--- src/rtl/pipe_skid_reg.sv ---
// Two-entry valid/ready pipeline register with registered back-pressure.
// Optional stall counter output enabled by PIPE_SKID_STALL_CNT_EN.
module pipe_skid_reg #(
   parameter int unsigned WIDTH = 16
) (
   input  logic             clk,
   input  logic             rst,
   input  logic             flush,
   input  logic             in_valid,
   output logic             in_ready,
   input  logic [WIDTH-1:0] in_data,
   output logic             out_valid,
   input  logic             out_ready,
   output logic [WIDTH-1:0] out_data
`ifdef PIPE_SKID_STALL_CNT_EN
   ,
   output logic [15:0]      stall_cnt
`endif
);

   typedef enum logic [1:0] {
      EMPTY = 2'b00,
      ONE   = 2'b01,
      TWO   = 2'b10
   } state_e;

   state_e           state_q, state_d;
   logic [WIDTH-1:0] m_q, m_d;
   logic [WIDTH-1:0] s_q, s_d;
   logic             in_fire, out_fire;

   // Handshake outputs decode straight from the state flop, so nothing downstream reaches in_ready.
   assign out_valid = (state_q != EMPTY);
   assign in_ready  = (state_q != TWO);
   assign out_data  = m_q;

   assign in_fire  = in_valid & in_ready;
   assign out_fire = out_valid & out_ready;

   always_comb begin
      state_d = state_q;
      m_d     = m_q;
      s_d     = s_q;
      if (flush) begin
         state_d = EMPTY;
      end else begin
         case (state_q)
            EMPTY: begin
               if (in_fire) begin
                  m_d     = in_data;
                  state_d = ONE;
               end
            end
            ONE: begin
               if (in_fire && out_fire) begin
                  m_d = in_data;
               end else if (in_fire) begin
                  s_d     = in_data;
                  state_d = TWO;
               end else if (out_fire) begin
                  state_d = EMPTY;
               end
            end
            TWO: begin
               if (out_fire) begin
                  m_d     = s_q;
                  state_d = ONE;
               end
            end
            default: state_d = EMPTY;
         endcase
      end
   end

   always_ff @(posedge clk or negedge rst) begin
      if (!rst) begin
         state_q <= EMPTY;
         m_q     <= '0;
         s_q     <= '0;
      end else begin
         state_q <= state_d;
         m_q     <= m_d;
         s_q     <= s_d;
      end
   end

`ifdef PIPE_SKID_STALL_CNT_EN
   logic [15:0] stall_cnt_q, stall_cnt_d;

   always_comb begin
      stall_cnt_d = stall_cnt_q;
      if (out_valid && !out_ready && (stall_cnt_q != '1)) begin
         stall_cnt_d = stall_cnt_q + 16'd1;
      end
   end

   always_ff @(posedge clk or negedge rst) begin
      if (!rst) begin
         stall_cnt_q <= '0;
      end else begin
         stall_cnt_q <= stall_cnt_d;
      end
   end

   assign stall_cnt = stall_cnt_q;
`endif

endmodule

--- config.mk ---
export PLATFORM = sky130hd
export DESIGN_NAME = pipe_skid_reg
export DESIGN_NICKNAME = d
export VERILOG_FILES = /design/src/rtl/pipe_skid_reg.sv
export SDC_FILE = /design/constraint.sdc
export NUM_CORES = 1
export LEC_CHECK = 0
export ABC_AREA = 1
export CAP_MARGIN = 30
export CORE_ASPECT_RATIO = 1.25
export CORE_MARGIN = 2
export CORE_UTILIZATION = 30
export CTS_BUF_LIST = sky130_fd_sc_hd__clkbuf_16
export CTS_CLUSTER_SIZE = 16
export DETAILED_ROUTE_END_ITERATION = 6
export DONT_BUFFER_PORTS = 1
export SYNTH_ARGS = -nofsm -noshare
export SYNTH_HDL_FRONTEND = slang
export SYNTH_SLANG_ARGS = --single-unit
--- constraint.sdc ---
create_clock -name clk -period 1.63 [get_ports clk]
set_clock_uncertainty 0.2 [all_clocks]
set_input_delay 0.163 -clock clk [delete_from_list [all_inputs] [get_ports clk]]
set_output_delay 0.163 -clock clk [all_outputs]
set_load 0.02 [all_outputs]
==> flow_summary.json, run 1 <==
{
  "wirelength_microns": 3650,
  "gr-total-overflow": 0,
  "arrival_ns": 1.56,
  "swShare": 0.3313,
  "syn_nets": 204,
  "rows": 30,
  "worstSetupPathType": "reg -> reg",
  "p_int_mw": 2.196,
  "max_stage_delay_ns": 0.46,
  "yosysTopAreaCell": "dfrtp_1",
  "yosysUniqueCellTypes": 19,
  "path_cells": "inv_2, nand2_2, a21oi_4, buf_4, nand2_8, nand2_1, o21ai_2",
  "htreeDepth": 2,
  "grt_pass1_wl_microns": 5409,
  "cts_tree": "built",
  "setup_viol": 0,
  "clkPwrFrac": 0.327,
  "leakage_nw": 1.052,
  "path_delay_family": "flip-flops",
  "nNetsFinal": 230,
  "die_width_microns": 71.66,
  "io_buffer_count": 0,
  "synth-seq-cells": 34,
  "gpl.final_weighted_congestion": 0.7116,
  "clock_sinks": 34,
  "clk_pin_slew_ns": 0.06,
  "ctsRootBufferMaster": "clkbuf_16",
  "cts_buffers": 5,
  "layout_common_cells": "nand2_1, dfrtp_1, o21ai_2, dlygate4sd3_1, inv_1",
  "grt_pass1_vias": 1166,
  "grt_max_degree": 35,
  "drv_slew": 0,
  "final_common_cell": "nand2_1",
  "cp_slowest_cell": "dfrtp_2",
  "grt_util_all_layers": 0.1109,
  "tightest_slew_ns": 0.3206,
  "diodes": 0,
  "drt-initial-drc-count": 73,
  "mappedNetlistArea_sq_um": 1717,
  "max_cap_violations": 0,
  "path_buf_inv": 2,
  "hpwl_microns": 2186,
  "min_period_over_period": 0.9830,
  "seq_area_frac_synth": 0.4956,
  "die-area_sq_um": 6347,
  "fmax_mhz": 624.1,
  "syn_inst": 183,
  "hold_viol": 0,
  "grt_antenna_before_repair": 0,
  "viasPerCell": 4.617,
  "cp_max_fo": 16,
  "drive_gt1_frac": 0.3143,
  "drtAntennaViolNets": 0,
  "route.vias.total": 1265,
  "fin_tns_setup_ns": 0,
  "slew_headroom": 0.7858,
  "clock_latency_ns": 0.28,
  "synth_area_per_cell_sq_um": 9.381,
  "endpoint_kind": "register",
  "synth.area.top_cells": "dfrtp_1, o21ai_2, nand2_1, buf_6, inv_1",
  "drt_pass1_iterations": 4,
  "die_h_microns": 88.58,
  "drc": 0,
  "synth_top_area_share": 0.4956,
  "p_per_area_nw_per_um2": 1476,
  "period_minus_slack_ns": 1.602,
  "seqPwrFrac": 0.446,
  "wl_per_cell_microns": 13.32,
  "ys_warn_count": 0,
  "ir_drop_mv": 0.4149,
  "switchingPower_mw": 1.088,
  "power_frac_comb": 0.227,
  "start_kind": "register",
  "required_ns": 1.59,
  "ioPinCount": 39,
  "initial_utilization": 0.3132,
  "syn2layout_area_growth_pct": 29.59,
  "status": "completed",
  "core-area_sq_um": 5480,
  "ctsLongestPathBuffers": 2,
  "min_path_type": "in -> reg",
  "power.total_mw": 3.284
}
[repair_timing]
| item | 4_1_cts | 5_1_grt |
|---|---|---|
| gates cloned | 0 | 1 |
| resized for setup | 1 | 7 |
| pin swaps | 0 | 1 |
| buffers inserted | 0 | 2 |
| hold buffers | 21 | 0 |
| setup endpoints to repair | 1 | 17 |
| endpoints found under the hold margin | 63 | 0 |
[metal layers]
layer,part of all wire,global-route usage,vias to the layer above
li1,-,-,636
met1,0.40,0.1258,603
met2,0.53,0.1869,22
met3,0.053,0.03986,4
met4,0.016,0.05146,0
met5,0,0,-
[synth_stat cells, drive strengths merged]
library cell  number
buf                9
nand2             49
a21oi             12
nand4              2
nand3              2
dfrtp             34
nor2              15
inv               21
o21ai             39
[registers in the layout, indices dropped and copies added (netlist names)]
register / cells
out_data: 16
s_q: 16
state_q: 2
[cells by family (layout without fill, tap and decap cells)]
logic type             Yosys count  after routing  synth area share
buffers and inverters           30             56           0.09913
AOI/OAI and AO/OA               51             51            0.2274
DFF                             34             34            0.4956
and+or+nand+nor                 68             69            0.1778
[area by class of cell]
cell class / instances / area, sq um
Sequential cell: 34 / 853.3
Fill cell: 540 / 3256
Clock inverter: 3 / 45.04
Timing Repair Buffer: 27 / 290.3
Clock buffer: 5 / 125.1
Inverter: 21 / 78.83
Multi-Input combinational cell: 120 / 752.0
Tap cell: 64 / 80.08
[stage by stage]
stage | util | instances | hold WS (ns) | worst slack [ns] | cell area [sq um]
final | 0.4059 | 274 | 0.000005385 | 0.02766 | 2225
after detailed placement | 0.3212 | 242 | -0.3319 | 0.01511 | 1760
after CTS | 0.3941 | 271 | 0.04449 | 0.01118 | 2160
after global placement | 0.3212 | 242 | -0.3318 | 0.05248 | 1760
after floorplan | - | 183 | -0.3326 | 0.1278 | 1717
after global routing | 0.4059 | 274 | 0.01617 | -0.01651 | 2225
[power by group through the flow]
stage | Sequential [mW] | Combinational, mW | Clock, mW
after floorplan | 1.42 | 0.572 | 0
after global placement | 1.47 | 0.616 | 0
after detailed placement | 1.48 | 0.637 | 0
after CTS | 1.47 | 0.714 | 1.11
after global routing | 1.51 | 0.840 | 1.13
final | 1.47 | 0.745 | 1.07
[final timing paths]
| path | from | endpoint | slack, ns | cells past startpoint |
|---|---|---|---|---|
| max in group asynchronous | rst | state_q[0] | 0.87 | 2 |
| hold / removal | flush | out_data[14] | 0.000005 | 3 |
| setup reg to reg | state_q[0] | out_data[7] | 0.03 | 7 |
| hold reg to reg | s_q[13] | s_q[13] | 0.27 | 2 |
| setup / recovery | state_q[0] | out_data[7] | 0.03 | 7 |
| min in group asynchronous | rst | out_data[8] | 0.17 | 2 |
[worst reg2reg max path, delay by kind of cell, from the launching register on]
family	cells	cell delay (ns)
compound gates	2	0.22
buf+inv	2	0.30
flops	1	0.46
simple gates	3	0.31
Note: power is estimated with default switching activity, not from simulation.
==> run 2, diff against run 1 <==
- CORE_UTILIZATION: 30 -> 53
- PLACE_DENSITY: unset -> 0.68
==> run 2 against run 1 <==
Compared with the run above:
- first-iteration DRC count fell by 41%
- routed wire length fell by 5.6%
- combinational power fell by 1%
- critical path depth did not move
- register-to-register slack improved by 0.03 ns
- clock power fell by 19%
- sequential power barely moved
- design area fell by 4.6%
- sequential share of layout area rose by 1.8 points
- setup slack improved by 0.027 ns
- largest cell class unchanged
==> flow_summary.json, run 2 (synthesis gave the netlist of run 1 again) <==
{
  "max_stage_delay_ns": 0.47,
  "status": "completed",
  "period_minus_slack_ns": 1.576,
  "power_frac_comb": 0.240,
  "p_int_mw": 2.016,
  "ctsRootBufferMaster": "clkbuf_16",
  "die_h_microns": 67.63,
  "endpoint_kind": "register",
  "slew_headroom": 0.7592,
  "swShare": 0.3436,
  "grt_antenna_before_repair": 0,
  "cp_max_fo": 16,
  "cts_buffers": 5,
  "cp_slowest_cell": "dfrtp_2",
  "rows": 23,
  "arrival_ns": 1.53,
  "p_per_area_nw_per_um2": 1447,
  "clkPwrFrac": 0.283,
  "grt_pass1_wl_microns": 5209,
  "drive_gt1_frac": 0.3029,
  "hold_viol": 0,
  "start_kind": "register",
  "viasPerCell": 5.306,
  "place_area_sq_um": 1707,
  "tightest_slew_ns": 0.3611,
  "path_cells": "inv_2, nand2_2, a21oi_4, buf_4, nand2_8, nand2_1, o21ai_2",
  "gpl.final_weighted_congestion": 0.6414,
  "diodes": 0,
  "wl_per_cell_microns": 14.07,
  "hpwl_microns": 2140,
  "core-area_sq_um": 3166,
  "die_width_microns": 54.91,
  "drc": 0,
  "cts_tree": "built",
  "rsz0062_at_grt": "yes",
  "min_path_type": "in -> reg",
  "nNetsFinal": 228,
  "drt_pass1_iterations": 4,
  "drt-initial-drc-count": 43,
  "clock_sinks": 34,
  "die-area_sq_um": 3713,
  "htreeDepth": 2,
  "reg2reg_setup_slack_ns": 0.05,
  "grt_max_degree": 35,
  "path_delay_family": "flip-flops",
  "final_common_cell": "nand2_1",
  "clk_pin_slew_ns": 0.05,
  "power.total_mw": 3.072,
  "clock_latency_ns": 0.27,
  "required_ns": 1.59,
  "leakage_nw": 1.038,
  "fill_cells": 260,
  "route.vias.total": 1300,
  "switchingPower_mw": 1.055,
  "fmax_mhz": 634.6,
  "initial_utilization": 0.5423,
  "final_util": 0.6708,
  "layout_common_cells": "nand2_1, dfrtp_1, o21ai_2, inv_1, dlygate4sd3_1",
  "wirelength_microns": 3447,
  "grt_util_all_layers": 0.1952,
  "syn2layout_area_growth_pct": 23.69,
  "seqPwrFrac": 0.477,
  "stdcell_area_sq_um": 2123,
  "ir_drop_mv": 1.099,
  "io_buffer_count": 0,
  "ioPinCount": 39,
  "grt_pass1_vias": 1252,
  "drtAntennaViolNets": 0,
  "max_cap_violations": 0,
  "setup_viol": 0,
  "path_buf_inv": 2,
  "worstSetupPathType": "reg -> reg",
  "ctsLongestPathBuffers": 2,
  "gr-total-overflow": 0,
  "min_period_over_period": 0.9667,
  "drv_slew": 0
}
-- run 2: changes by cell type in the layout (fill, tap and decap cells not counted), sizes merged --
cell,previous run,this run
clkinvlp,2,0
clkinv,0,2
dlygate4sd3,20,19
bufinv,1,0
inv,21,22
buf,7,6
-- run 2: worst paths after layout --
| check | start | end | cells after the start |
|---|---|---|---|
| worst max-delay path | state_q[0] | out_data[12] | 7 |
| worst min-delay path | out_ready | state_q[0] | 4 |
| worst max register to register | state_q[0] | out_data[12] | 7 |
| worst min register to register | s_q[11] | s_q[11] | 2 |
| max in group asynchronous | rst | state_q[1] | 2 |
| min in group asynchronous | rst | s_q[2] | 2 |
-- run 2: power by group through the flow --
stage               clock (mW)  sequential, mW  combinational, mW
finish                   0.870            1.47              0.737
global route             0.935            1.50              0.836
CTS                      0.896            1.46              0.710
detailed placement           0            1.48              0.635
global placement             0            1.46              0.598
floorplan                    0            1.42              0.572
-- run 2: through the flow --
step                      instances  setup TNS [ns]  setup WS, ns  hold WS [ns]
after detailed placement        214        -0.07070      -0.01798       -0.3319
after global routing            245        -0.05616      -0.05285       0.05635
after global placement          214               0       0.05004       -0.3319
final                           245               0       0.05432       0.02401
after floorplan                 183               0        0.1278       -0.3326
after CTS                       241               0      0.006188       0.02718
-- run 2: routing by layer --
metal | vias up | part of all wire | GRT usage
met2 | 36 | 0.51 | 0.3214
li1 | 631 | - | -
met3 | 2 | 0.068 | 0.05531
met4 | 0 | 0.0084 | 0.1189
met5 | - | 0 | 0
met1 | 631 | 0.41 | 0.2167
-- run 2: worst reg2reg max path, delay by kind of cell, from the launching register on --
kind            cells  cell delay [ns]
buf+inv             2             0.27
simple gates        3             0.32
compound gates      2             0.20
flops               1             0.47
-- run 2: what timing repair did --
action / in CTS / in global routing
gates cloned: 0 / 1
hold buffers: 19 / 1
buffers inserted: 0 / 2
hold endpoints to repair: 57 / 3
pin swaps: 0 / 2
endpoints found under the setup margin: 14 / 26
resized for setup: 2 / 6
-- run 2: cell type report --
| cell class | count | area [sq um] | area share |
|---|---|---|---|
| Inverter | 21 | 78.83 | 0.03712 |
| Timing Repair Buffer | 25 | 264.0 | 0.1243 |
| Clock inverter | 3 | 12.51 | 0.005893 |
| Tap cell | 37 | 46.29 | 0.02180 |
| Sequential cell | 34 | 853.3 | 0.4019 |
| Clock buffer | 5 | 125.1 | 0.05893 |
| Multi-Input combinational cell | 120 | 743.2 | 0.3500 |
